==> config.mk <==
export PLATFORM = sky130hd
export DESIGN_NAME = seq_addsub
export DESIGN_NICKNAME = d
export VERILOG_FILES = /design/src/rtl/addsub_pkg.sv /design/src/rtl/chunk_adder.sv /design/src/rtl/full_adder.sv /design/src/rtl/seq_addsub.sv
export SDC_FILE = /design/constraint.sdc
export NUM_CORES = 1
export LEC_CHECK = 0
export CORE_MARGIN = 2
export CORE_UTILIZATION = 30
export CTS_CLUSTER_DIAMETER = 200
export CTS_CLUSTER_SIZE = 14
export DETAILED_ROUTE_END_ITERATION = 10
export RECOVER_POWER = 25
export SYNTH_ARGS = -nofsm -noshare
export SYNTH_HDL_FRONTEND = slang
export SYNTH_HIERARCHICAL = 1
export SYNTH_SLANG_ARGS = --single-unit
==> constraint.sdc <==
create_clock -name clk_i -period 10.4 [get_ports clk_i]
set_input_delay 2.6 -clock clk_i [delete_from_list [all_inputs] [get_ports clk_i]]
set_output_delay 2.6 -clock clk_i [all_outputs]
set_load 0.05 [all_outputs]
==> src/rtl/addsub_pkg.sv <==
// Shared types and helpers for the sequential adder/subtractor.
package addsub_pkg;

  // Controller states
  typedef enum logic [1:0] {
    StIdle,
    StRun,
    StDone
  } state_e;

  // Slice-counter width: $clog2(nch), never narrower than one bit.
  function automatic int unsigned cnt_width(input int unsigned nch);
    return (nch > 2) ? $clog2(nch) : 1;
  endfunction

endpackage

==> src/rtl/chunk_adder.sv <==
// CHUNK-bit ripple-carry slice built from full_adder cells.
// Besides the carry out it exposes the carry into the slice MSB, which
// the top level needs for signed overflow on the final slice.
module chunk_adder #(
  parameter int unsigned CHUNK = 8
) (
  input  logic [CHUNK-1:0] a_i,
  input  logic [CHUNK-1:0] b_i,
  input  logic             cin_i,
  output logic [CHUNK-1:0] s_o,
  output logic             cout_o,
  output logic             cmsb_o
);

  // c[i] is the carry into bit i; c[CHUNK] leaves the slice.
  logic [CHUNK:0] c;

  assign c[0] = cin_i;

  for (genvar i = 0; i < CHUNK; i++) begin : g_bit
    full_adder u_fa (
      .a_i  (a_i[i]),
      .b_i  (b_i[i]),
      .ci_i (c[i]),
      .s_o  (s_o[i]),
      .co_o (c[i+1])
    );
  end

  assign cout_o = c[CHUNK];
  assign cmsb_o = c[CHUNK-1];

endmodule

==> src/rtl/full_adder.sv <==
// Single-bit full adder cell.
module full_adder (
  input  logic a_i,
  input  logic b_i,
  input  logic ci_i,
  output logic s_o,
  output logic co_o
);

  assign s_o  = a_i ^ b_i ^ ci_i;
  assign co_o = (a_i & b_i) | (ci_i & (a_i ^ b_i));

endmodule

==> src/rtl/seq_addsub.sv <==
// Multi-cycle adder/subtractor: one CHUNK-bit slice per cycle through a
// single shared ripple slice, carry held in a register between slices.
// Results (sum/cout/ov/zero) are registered and update only when done rises.
module seq_addsub
  import addsub_pkg::*;
#(
  parameter int unsigned WIDTH = 32,
  parameter int unsigned CHUNK = 8
) (
  input  logic             clk_i,
  input  logic             rst_ni,
  input  logic             start_i,
  input  logic             sub_i,
  input  logic [WIDTH-1:0] x_i,
  input  logic [WIDTH-1:0] y_i,
  output logic             busy_o,
  output logic             done_o,
  output logic [WIDTH-1:0] sum_o,
  output logic             cout_o,
  output logic             ov_o,
  output logic             zero_o
);

  localparam int unsigned NCH  = WIDTH / CHUNK;
  localparam int unsigned CntW = cnt_width(NCH);
  localparam int unsigned OffW = $clog2(WIDTH);
  localparam logic [CntW-1:0] LastCnt = CntW'(NCH - 1);

  if ((WIDTH < 2) || (CHUNK == 0) || (WIDTH % CHUNK != 0)) begin : g_param_check
    $error("seq_addsub: WIDTH must be >= 2 and a multiple of CHUNK");
  end

  state_e            state_q, state_d;
  logic [CntW-1:0]   cnt_q, cnt_d;
  logic [WIDTH-1:0]  a_q, a_d;
  logic [WIDTH-1:0]  b_q, b_d;     // y, pre-inverted for subtract
  logic              carry_q, carry_d;
  logic [WIDTH-1:0]  work_q, work_d;
  logic [WIDTH-1:0]  sum_q, sum_d;
  logic              cout_q, cout_d;
  logic              ov_q, ov_d;
  logic              zero_q, zero_d;

  logic [OffW-1:0]   off;
  logic [CHUNK-1:0]  slice_a, slice_b, slice_s;
  logic              slice_cout, slice_cmsb;
  logic [WIDTH-1:0]  merged;

  // Bit offset of the slice selected by the counter.
  assign off     = OffW'(cnt_q * CHUNK);
  assign slice_a = a_q[off +: CHUNK];
  assign slice_b = b_q[off +: CHUNK];

  chunk_adder #(
    .CHUNK (CHUNK)
  ) u_chunk_adder (
    .a_i    (slice_a),
    .b_i    (slice_b),
    .cin_i  (carry_q),
    .s_o    (slice_s),
    .cout_o (slice_cout),
    .cmsb_o (slice_cmsb)
  );

  // Working sum with the current slice result patched in.
  always_comb begin
    merged             = work_q;
    merged[off +: CHUNK] = slice_s;
  end

  // Next-state, datapath load and result capture.
  always_comb begin
    state_d = state_q;
    cnt_d   = cnt_q;
    a_d     = a_q;
    b_d     = b_q;
    carry_d = carry_q;
    work_d  = work_q;
    sum_d   = sum_q;
    cout_d  = cout_q;
    ov_d    = ov_q;
    zero_d  = zero_q;

    unique case (state_q)
      StIdle, StDone: begin
        if (start_i) begin
          // Subtract as x + ~y + 1: invert y here, seed the carry with 1.
          state_d = StRun;
          a_d     = x_i;
          b_d     = y_i ^ {WIDTH{sub_i}};
          carry_d = sub_i;
          cnt_d   = '0;
          work_d  = '0;
        end else begin
          state_d = StIdle;
        end
      end
      StRun: begin
        work_d  = merged;
        carry_d = slice_cout;
        cnt_d   = cnt_q + CntW'(1);
        if (cnt_q == LastCnt) begin
          // Last slice holds the MSB, so its carries give cout and ov.
          state_d = StDone;
          cnt_d   = '0;
          sum_d   = merged;
          cout_d  = slice_cout;
          ov_d    = slice_cmsb ^ slice_cout;
          zero_d  = (merged == '0);
        end
      end
      default: state_d = StIdle;
    endcase
  end

  // State and datapath registers, cleared asynchronously.
  always_ff @(posedge clk_i or negedge rst_ni) begin
    if (!rst_ni) begin
      state_q <= StIdle;
      cnt_q   <= '0;
      a_q     <= '0;
      b_q     <= '0;
      carry_q <= 1'b0;
      work_q  <= '0;
      sum_q   <= '0;
      cout_q  <= 1'b0;
      ov_q    <= 1'b0;
      zero_q  <= 1'b0;
    end else begin
      state_q <= state_d;
      cnt_q   <= cnt_d;
      a_q     <= a_d;
      b_q     <= b_d;
      carry_q <= carry_d;
      work_q  <= work_d;
      sum_q   <= sum_d;
      cout_q  <= cout_d;
      ov_q    <= ov_d;
      zero_q  <= zero_d;
    end
  end

  assign busy_o = (state_q == StRun);
  assign done_o = (state_q == StDone);
  assign sum_o  = sum_q;
  assign cout_o = cout_q;
  assign ov_o   = ov_q;
  assign zero_o = zero_q;

endmodule

==> metrics.md, run 1 <==
| Metric | Value |
|---|---|
| Wirelength, routed | `15400 um` |
| Hold EP | `a_q[12]` |
| Critical path depth in cells | `4` |
| Clock network fraction of design power | `0.184` |
| Commonest cells in the netlist | `nand2_1 (171), dfrtp_1 (136), o21ai_0 (58)` |
| Seq/Total Area, Yosys | `0.531` |
| Failing checks | `capacitance limit, slew limit` |
| Logic pwr share | `0.532` |
| Max IR drop VDD | `0.220 mV` |
| Worst flop-to-flop path startpoint | `cnt_q[0]` |
| Final setup fails | `0` |
| Initial cell density of the core | `0.305` |
| Most frequent cell after synthesis | `nand2_1` |
| #FFs+latches synth | `136` |
| Root Driver | `clkbuf_16` |
| Tot GR Track Use | `0.143` |
| Crit-path slowest cell | `clkbuf_1` |
| Slowest stage delay, CP | `2.53 ns` |
| CP Capture Type | `flop` |
| Clock latency on the worst-skew pair | `0.41 ns` |
| Top cell type's share of synthesized area | `0.531` |
| Reg area | `0.00340 mm^2` |
| Fin crit period | `6.19 ns` |
| Vias per std cell | `4.71` |
| RSZ-0062 raised after global routing | `no` |
| Cts hold-fix bufs | `0` |
| Nets | `794` |
| Antenna violations before repair | `0` |
| GP Congestion | `0.764` |
| Switching Fraction | `0.458` |
| Share of cells above drive strength 1 | `0.0938` |
| Req. time, crit path | `10.51 ns` |
| Min-delay src | `a_q[12]` |
| Vias in the first global route | `4588` |
| Crit path arrival time | `6.30 ns` |
| Asr flop ratio synth | `1.00` |
| Largest family of logic cells by synthesized area | `simple AND/OR/NAND/NOR gates` |
| Worst Setup SP | `start_i` |
| Synth unique cells | `42` |
| Die width | `150 um` |
| Synth area leaders | `dfrtp_1 (53%), nand2_1 (10%), mux4_2 (5.6%)` |
| I/O pin cnt | `105` |
| HP Class | `reg2reg` |
| Post-CTS Setup Bufs | `0` |
| # resized after CTS | `0` |
| Hold Fails Final Rpt | `0` |
| Clock sink count | `136` |
| Final instance area | `0.00821 mm^2` |
| Power per cell area | `371 mW/mm^2` |
| CP Max Fanout | `98` |
| Slew headroom | `-1.42` |
| Final period utilization | `0.595` |
| CTS tree | `built` |
| Crit-path cells | `dlygate4sd3_1, nand2b_2, clkbuf_1, o21ai_0` |
| Placed inst area | `0.00767 mm^2` |
| Syn nets | `709` |
| Element type at the critical path start | `input port` |
| Die Area | `0.0226 mm^2` |
| Largest net degree at the start of global routing | `99` |
| Fin. max-slew vios | `226` |
| Final ANT Viol Nets | `0` |
| Synth Area in Adders | `0.0367` |
| Worst Path Class, Setup | `in2reg` |
| Antenna cells | `0` |
| CTS max path bufs | `2` |
| Portion of netlist area occupied by mux cells | `0.0580` |
| Pint | `0.00165 W` |
| Vias | `4707` |
| Clock buffer count from CTS | `17` |
| Core area | `0.0210 mm^2` |
| Drt drc | `0` |
| Wire per inst | `15.4 um` |
| Main synth FF type | `dfrtp_1` |
| Sequential power share | `0.284` |
| Reg2reg end | `zero_o` |
| Leakage power | `3.55 nW` |
| Worst slew pin tran | `3.63 ns` |
| FMAX | `162 MHz` |
| R2R Setup Slk | `4.24 ns` |
| Syn Std Cell Area | `0.00641 mm^2` |
| Top cell type by total area after synthesis | `dfrtp_1` |
| Post-synthesis simple-gate area fraction | `0.157` |
| Worst-path clk slew | `0.06 ns` |
| CP top delay family | `buffers and inverters` |
| Fill count | `2104` |
| Power, Total | `0.00304 W` |
| First-pass GRT wire length | `24700 um` |
| Setup TNS | `0 ns` |
| WHS Path Cells | `2` |
| Area Growth Syn to Fin | `28.0%` |
| Number of synthesized flops with an enable pin | `0` |
| 1st-iter DRT viols | `343` |
| Sw power | `0.00139 W` |
| Port Buffer Count | `104` |
| Synth Area in Compound Gates | `0.140` |
| Row count | `53` |
| Worst Skew | `0.00868 ns` |
| Cells after Synth | `627` |
| Status | `finished with violations` |
| Pre-antenna DRT Iters | `5` |
| Multi-input logic area | `0.00281 mm^2` |
| XOR/XNOR share of the synthesized area | `0.0451` |
| Congestion Overflow GR | `0` |
| Mapped Avg Cell Area | `10.2 um^2` |
| Worst R2R Path Depth | `15` |
| Maxcap violations | `3` |
| CTS H-tree lvls | `4` |
| DIE HEIGHT | `150 um` |
| Synth warnings | `6` |
| Buffers and inverters on the worst path | `2` |
| Dpl hpwl | `10600 um` |
[logic make-up after synthesis]
logic type | count (synthesis)
multiplexers | 17
XOR/XNOR | 33
buffers and inverters | 51
AND/OR/NAND/NOR | 229
flip-flops | 136
AO/OA/AOI/OAI | 147
adder cells (fa/ha/maj) | 14
[worst reg2reg max path: stages, from the launching register on]
cell and delay (ns):
dfrtp_1 0.32, buf_4 0.38, mux4_2 0.60, fa_1 0.45, fa_1 0.39, fa_1 0.40, fa_1 0.39, fa_1 0.43
fa_1 0.40, fa_1 0.43, fa_1 0.61, or2_1 0.29, or2_0 0.24, a2111oi_2 0.37, nand4_1 0.14, o31ai_1 0.24
[cells in the final DEF (no fill, tap or decap), types with 2 or more instances in the layout]
cell type,n
nand4_1,2
o21ai_1,8
clkinv_2,3
clkdlybuf4s50_1,101
nand2b_1,2
nand2_1,170
dfrtp_1,136
nor3_1,2
inv_1,5
mux4_2,16
o21ai_0,62
nor3_2,2
clkbuf_16,17
a22o_1,26
clkinvlp_4,6
fa_1,8
nor2b_1,25
inv_6,3
ha_1,6
buf_4,6
a22oi_1,7
xnor2_1,33
a22o_2,4
clkbuf_1,4
o31ai_1,2
nor2_1,8
nor4_1,6
a21oi_1,33
[power groups by stage]
stage,clock [W],combinational [W],sequential [W]
3_5_place_dp,0,0.00161,0.000874
6_report,0.000561,0.00162,0.000863
3_3_place_gp,0,0.00159,0.000865
5_1_grt,0.000601,0.00174,0.000890
2_1_floorplan,0,0.000941,0.00102
4_1_cts,0.000571,0.00161,0.000865
[flip-flops by register name (all words and copies together), names as in the netlist]
| register | count |
|---|---|
| state_q | 2 |
| a_q | 32 |
| b_q | 32 |
| ov_o | 1 |
| zero_o | 1 |
| cout_o | 1 |
| work_q | 32 |
| carry_q | 1 |
| cnt_q | 2 |
| sum_o | 32 |
[worst max path at each step]
stage | end | slack (ns)
finish | b_q[8] | 4.21
global route | b_q[15] | 3.76
CTS | zero_o | 4.24
detailed placement | zero_o | 4.27
global placement | zero_o | 4.36
floorplan | zero_o | 4.34
[stage by stage]
| step | worst slack [ns] | cells | hold WS [ns] | utilization |
|---|---|---|---|---|
| detailed placement | 4.27 | 968 | 0.461 | 0.365 |
| floorplan | 4.34 | 627 | 0.440 | - |
| finish | 4.21 | 1000 | 0.473 | 0.391 |
| global placement | 4.36 | 968 | 0.455 | 0.365 |
| global route | 3.76 | 1000 | 0.492 | 0.391 |
| CTS | 4.24 | 1000 | 0.475 | 0.391 |
[per-layer routing]
metal  vias up  GRT usage  wire, um
li1       2308          -         -
met1      2239      0.210      7490
met2       152      0.217      6980
met3         8     0.0267       839
met4         0     0.0368        93
met5         -          0         0
[cell type report]
class | count | share of cell area
Timing Repair Buffer | 112 | 0.132
Inverter | 5 | 0.00229
Clock buffer | 18 | 0.0523
Multi-Input combinational cell | 440 | 0.342
Clock inverter | 14 | 0.0152
Tap cell | 275 | 0.0419
Sequential cell | 136 | 0.415
(Power assumes the default switching activity.)
==> run 2, diff against run 1 <==
Clock period 10.4 ns to 6 ns, I/O delays scaled along.
==> metrics.md, run 2 (synthesis gave the netlist of run 1 again) <==
| Metric | Value |
|---|---|
| Core area | `0.0210 mm^2 (unchanged)` |
| CTS tree | `built (unchanged)` |
| CTS H-tree lvls | `4 (unchanged)` |
| Worst-path clk slew | `0.06 ns (about the same)` |
| Most Frequent Cell on Critical Path | `fa_1` |
| Final period utilization | `0.939` |
| 1st-iter DRT viols | `334 (was 343)` |
| Min-delay src | `a_q[1] (was a_q[12])` |
| Clock network fraction of design power | `0.211 (was 0.184)` |
| R2R Setup Slk | `0.37 ns (was 4.24 ns)` |
| Sequential power share | `0.274 (was 0.284)` |
| Logic pwr share | `0.515 (was 0.532)` |
| Clock sink count | `136 (unchanged)` |
| Failing checks | `capacitance limit, slew limit (unchanged)` |
| First-pass GRT wire length | `25600 um (was 24700 um)` |
| Clock latency on the worst-skew pair | `0.42 ns (was 0.41 ns)` |
| Worst Path Class, Setup | `reg2reg (was in2reg)` |
| Pre-antenna DRT Iters | `5 (unchanged)` |
| Setup TNS | `0 ns (unchanged)` |
| Crit-path slowest cell | `mux4_2 (was clkbuf_1)` |
| Element type at the critical path start | `flop (was input port)` |
| Req. time, crit path | `6.32 ns (was 10.51 ns)` |
| Worst flop-to-flop path startpoint | `cnt_q[0] (unchanged)` |
| Status | `finished with violations (unchanged)` |
| Worst Skew | `0.00888 ns (was 0.00868 ns)` |
| Port Buffer Count | `104 (unchanged)` |
| Final Core Density | `0.398 (was 0.391)` |
| Most frequent cells in the layout | `nand2_1 (170), dfrtp_1 (136), clkdlybuf4s50_1 (102), o21ai_0 (58) (was nand2_1 (170), dfrtp_1 (136), clkdlybuf4s50_1 (101), o21ai_0 (62))` |
| Power per cell area | `663 mW/mm^2 (was 371 mW/mm^2)` |
| Share of cells above drive strength 1 | `0.103 (was 0.0938)` |
| Cts hold-fix bufs | `0 (unchanged)` |
| Max IR drop VDD | `0.369 mV (was 0.220 mV)` |
| Area Growth Syn to Fin | `30.4% (was 28.0%)` |
| Post-CTS Setup Bufs | `0 (unchanged)` |
| Die width | `150 um (unchanged)` |
| Hold EP | `a_q[1] (was a_q[12])` |
| Most common cell after layout, fill and taps aside | `nand2_1 (unchanged)` |
| Slowest stage delay, CP | `0.55 ns (was 2.53 ns)` |
| Clock buffer count from CTS | `17 (unchanged)` |
| Die Area | `0.0226 mm^2 (unchanged)` |
| Largest net degree at the start of global routing | `104 (was 99)` |
| Crit-path cells | `mux4_2, fa_1, fa_1, fa_1, fa_1, fa_1, fa_1, fa_1, fa_1, or2_1, or2_0, a2111oi_2, nand4_1, o31ai_1 (was dlygate4sd3_1, nand2b_2, clkbuf_1, o21ai_0)` |
| Antenna violations before repair | `0 (unchanged)` |
| Power, Total | `0.00554 W (was 0.00304 W)` |
| # resized after CTS | `0 (unchanged)` |
| Vias in the first global route | `4697 (was 4588)` |
| Tot GR Track Use | `0.148 (was 0.143)` |
| Wirelength, routed | `15900 um (was 15400 um)` |
| I/O pin cnt | `105 (unchanged)` |
| CTS max path bufs | `2 (unchanged)` |
| Dpl hpwl | `11100 um (was 10600 um)` |
| Reg2reg end | `zero_o (unchanged)` |
| RSZ-0062 raised after global routing | `no (unchanged)` |
| Hold Fails Final Rpt | `0 (unchanged)` |
| Slew headroom | `-0.701 (was -1.42)` |
| Maxcap violations | `1 (was 3)` |
| Fin. max-slew vios | `104 (was 226)` |
| Fin crit period | `5.63 ns` |
| Leakage power | `3.63 nW (was 3.55 nW)` |
| Pint | `0.00310 W (was 0.00165 W)` |
| Switching Fraction | `0.441 (was 0.458)` |
| Worst Setup SP | `cnt_q[0] (was start_i)` |
| Root Driver | `clkbuf_16 (unchanged)` |
| DIE HEIGHT | `150 um (unchanged)` |
| Initial cell density of the core | `0.305 (unchanged)` |
| CP Capture Type | `flop (unchanged)` |
| Drt drc | `0 (unchanged)` |
| Nets | `798 (was 794)` |
| GP Congestion | `0.804 (was 0.764)` |
| Vias per std cell | `4.73 (was 4.71)` |
| Final ANT Viol Nets | `0 (unchanged)` |
| Worst slew pin tran | `2.55 ns (was 3.63 ns)` |
| CP Max Fanout | `4 (was 98)` |
| Wire per inst | `15.8 um (was 15.4 um)` |
| Row count | `53 (unchanged)` |
| Antenna cells | `0 (unchanged)` |
| FMAX | `177 MHz` |
| Vias | `4748 (was 4707)` |
| WHS Path Cells | `2 (unchanged)` |
| Final setup fails | `0 (unchanged)` |
| Sw power | `0.00245 W (was 0.00139 W)` |
| Congestion Overflow GR | `0 (unchanged)` |
| HP Class | `reg2reg (unchanged)` |
| Crit path arrival time | `5.95 ns (was 6.30 ns)` |
| Worst R2R Path Depth | `14 (was 15)` |
==> run 2: changes by cell type in the layout (fill, tap and decap cells not counted), moves of 4 or more <==
cell | previous run | this run
o21ai_0 | 62 | 58
o21ai_1 | 8 | 12
bufinv_16 | 1 | 5
buf_4 | 6 | 12
==> run 2: metal layers <==
metal | track usage | up-vias | share of wire | wire (um)
li1 | - | 2318 | - | -
met1 | 0.215 | 2270 | 0.48 | 7600
met2 | 0.228 | 147 | 0.46 | 7340
met3 | 0.0333 | 13 | 0.053 | 837
met4 | 0.0325 | 0 | 0.0068 | 108
met5 | 0 | - | 0 | 0
==> run 2: worst max path at each step <==
| stage | slack (ns) | end |
|---|---|---|
| global route | 0.11 | zero_o |
| CTS | 0.36 | zero_o |
| detailed placement | 0.38 | zero_o |
| global placement | 0.45 | zero_o |
| finish | 0.37 | zero_o |
| floorplan | 0.03 | zero_o |
==> run 2: cell type report <==
cell class / instances / area (um^2)
clock buffer: 22 / 474
sequential: 136 / 3400
timing repair buffer: 116 / 1120
multi-input combinational: 440 / 2810
inverter: 5 / 18.8
tap: 275 / 344
fill: 2033 / 12700
clock inverter: 10 / 190
==> run 2: worst max-delay path: cells and delay by family, from the launching register on <==
kind / cells / cell delay [ns]
fa+ha+maj: 8 / 3.34
compound gates: 2 / 0.61
simple gates: 3 / 0.60
mux: 1 / 0.55
flops: 1 / 0.44
==> run 2: per-stage QoR <==
stage	std cells	setup slack (ns)	hold slack, ns	instance area [um^2]
2_1_floorplan	627	0.0344	0.440	6410
3_3_place_gp	972	0.449	0.456	7700
3_5_place_dp	972	0.375	0.462	7700
4_1_cts	1004	0.361	0.476	8370
5_1_grt	1004	0.110	0.503	8360
6_report	1004	0.366	0.475	8360
==> run 2: power groups by stage <==
stage	sequential [W]	combinational [W]	clock (W)
detailed placement	0.00154	0.00285	0
global placement	0.00152	0.00283	0
CTS	0.00152	0.00286	0.00119
global route	0.00157	0.00309	0.00124
finish	0.00152	0.00285	0.00117
floorplan	0.00177	0.00163	0
==> run 3, diff against run 2 <==
Settings changed: CTS_BUF_LIST set to sky130_fd_sc_hd__clkbuf_8 sky130_fd_sc_hd__clkbuf_16.
==> metrics.md, run 3 (synthesis gave the netlist of run 1 again) <==
| Metric | Value |
|---|---|
| Row count | `53 (unchanged)` |
| Busiest grt layer | `met2 (unchanged)` |
| Crit-path cells | `mux4_2, fa_1, fa_1, fa_1, fa_1, fa_1, fa_1, fa_1, fa_1, or2_1, or2_0, a2111oi_2, nand4_1, o31ai_1 (unchanged)` |
| Final Core Density | `0.398 (unchanged)` |
| Vias in the first global route | `4697 (unchanged)` |
| Nets | `798 (unchanged)` |
| Share of cells above drive strength 1 | `0.103 (unchanged)` |
| CTS tree | `built (unchanged)` |
| Req. time, crit path | `6.32 ns (about the same)` |
| Die width | `150 um (unchanged)` |
| Clock sink count | `136 (unchanged)` |
| Worst Skew | `0.00887 ns (was 0.00888 ns)` |
| Reg area | `0.00340 mm^2 (unchanged)` |
| Failing checks | `capacitance limit, slew limit (unchanged)` |
| First-pass GRT wire length | `25600 um (unchanged)` |
| Leakage power | `3.64 nW (was 3.63 nW)` |
| Wirelength, routed | `15900 um (about the same)` |
| Met1 GRT Util | `0.215 (unchanged)` |
| Fill count | `2033 (unchanged)` |
| M2 GR Usage | `0.228 (unchanged)` |
| Fin. max-slew vios | `104 (unchanged)` |
| Area Growth Syn to Fin | `30.4% (unchanged)` |
| Port Buffer Count | `104 (unchanged)` |
| Max IR drop VDD | `0.364 mV (was 0.369 mV)` |
| Pre-antenna DRT Iters | `5 (unchanged)` |
| Met3 Resource Use GR | `0.0333 (unchanged)` |
| Initial cell density of the core | `0.305 (unchanged)` |
| Worst-path clk slew | `0.06 ns (about the same)` |
| 1st-iter DRT viols | `335 (was 334)` |
| Most frequent cells in the layout | `nand2_1 (170), dfrtp_1 (136), clkdlybuf4s50_1 (102), o21ai_0 (58) (unchanged)` |
| Most Frequent Cell on Critical Path | `fa_1 (unchanged)` |
| Largest net degree at the start of global routing | `104 (unchanged)` |
| Tot GR Track Use | `0.148 (unchanged)` |
| CP Capture Type | `flop (unchanged)` |
| # resized after CTS | `0 (unchanged)` |
| Worst slew pin tran | `2.55 ns (unchanged)` |
| I/O pin cnt | `105 (unchanged)` |
| Post-CTS Setup Bufs | `0 (unchanged)` |
| Post-route insts no fill | `1004 (unchanged)` |
| Core area | `0.0210 mm^2 (unchanged)` |
| Root Driver | `clkbuf_16 (unchanged)` |
| Crit path arrival time | `5.95 ns (about the same)` |
| Final ANT Viol Nets | `0 (unchanged)` |
| Die Area | `0.0226 mm^2 (unchanged)` |
| Final setup fails | `0 (unchanged)` |
| Final period utilization | `0.939 (about the same)` |
| Vias | `4740 (was 4748)` |
| Clock latency on the worst-skew pair | `0.42 ns (about the same)` |
| Antenna violations before repair | `0 (unchanged)` |
| Hold Fails Final Rpt | `0 (unchanged)` |
| Crit-path slowest cell | `mux4_2 (unchanged)` |
| Multi-input logic area | `0.00281 mm^2 (unchanged)` |
| RSZ-0062 raised after global routing | `no (unchanged)` |
| Fin crit period | `5.64 ns (was 5.63 ns)` |
| Status | `finished with violations (unchanged)` |
| CTS max path bufs | `2 (unchanged)` |
| GP Congestion | `0.804 (unchanged)` |
| Antenna cells | `0 (unchanged)` |
| HP Class | `reg2reg (unchanged)` |
| Maxcap violations | `1 (unchanged)` |
| Slew headroom | `-0.701 (unchanged)` |
| CTS H-tree lvls | `4 (unchanged)` |
| R2R Setup Slk | `0.36 ns (was 0.37 ns)` |
| Placed Cells | `972 (unchanged)` |
| DIE HEIGHT | `150 um (unchanged)` |
| Setup TNS | `0 ns (unchanged)` |
| Wire per inst | `15.8 um (about the same)` |
| Congestion Overflow GR | `0 (unchanged)` |
| Power per cell area | `662 mW/mm^2 (was 663 mW/mm^2)` |
| Slowest stage delay, CP | `0.55 ns (about the same)` |
| Worst Path Class, Setup | `reg2reg (unchanged)` |
| Most common cell after layout, fill and taps aside | `nand2_1 (unchanged)` |
| Slack of the critical path | `0.364 ns (was 0.366 ns)` |
| Cts hold-fix bufs | `0 (unchanged)` |
| Dpl hpwl | `11100 um (unchanged)` |
| CP Max Fanout | `4 (unchanged)` |
| Hold slack | `0.475 ns (unchanged)` |
| FMAX | `177 MHz (about the same)` |
| Pre-CTS setup slack | `0.375 ns (unchanged)` |
| Clock buffer count from CTS | `17 (unchanged)` |
| Element type at the critical path start | `flop (unchanged)` |
| Vias per std cell | `4.72 (was 4.73)` |
| Drt drc | `0 (unchanged)` |
-- run 3: cell types whose count changed in the layout (fill, tap and decap cells not counted) --
cell | before | now
clkbuf_1 | 2 | 0
inv_1 | 4 | 6
-- run 3: final cells by class --
type	count	share of cell area
clock buffer	20	0.0558
clock inverter	12	0.0236
inverter	5	0.00225
multi-input combinational	440	0.336
sequential	136	0.407
tap	275	0.0412
timing repair buffer	116	0.134
-- run 3: metal layers --
metal | up-vias | part of all wire | wire (um)
li1 | 2318 | - | -
met1 | 2262 | 0.48 | 7550
met2 | 149 | 0.46 | 7340
met3 | 11 | 0.056 | 882
met4 | 0 | 0.0064 | 101
met5 | - | 0 | 0
-- run 3: final timing paths --
path / endpoint / depth (start not counted) / startpoint
min in group asynchronous: sum_o[13] / 1 / rst_ni
worst max register to register: zero_o / 14 / cnt_q[0]
worst max-delay path: zero_o / 14 / cnt_q[0]
worst min-delay path: a_q[1] / 2 / a_q[1]
max in group asynchronous: work_q[30] / 2 / rst_ni
worst min register to register: a_q[1] / 2 / a_q[1]
-- run 3: through the flow --
stage / power (W) / instance area (um^2)
floorplan: 0.00340 / 6410
global placement: 0.00434 / 7700
detailed placement: 0.00439 / 7700
CTS: 0.00557 / 8370
global route: 0.00589 / 8360
finish: 0.00553 / 8360
-- run 3: worst max-delay path: cells and delay by family (launching register included) --
family | cells | cell delay (ns)
adders and majority gates | 8 | 3.34
AOI/OAI and AO/OA | 2 | 0.61
and+or+nand+nor | 3 | 0.60
muxes | 1 | 0.55
DFF | 1 | 0.44
-- run 3: power breakdown --
group | internal (W) | leakage (nW) | switching (W)
Combinational | 0.00103 | 1.55 | 0.00181
Sequential | 0.00129 | 1.78 | 0.000228
Clock | 0.000770 | 0.321 | 0.000399
Total | 0.00309 | 3.64 | 0.00244
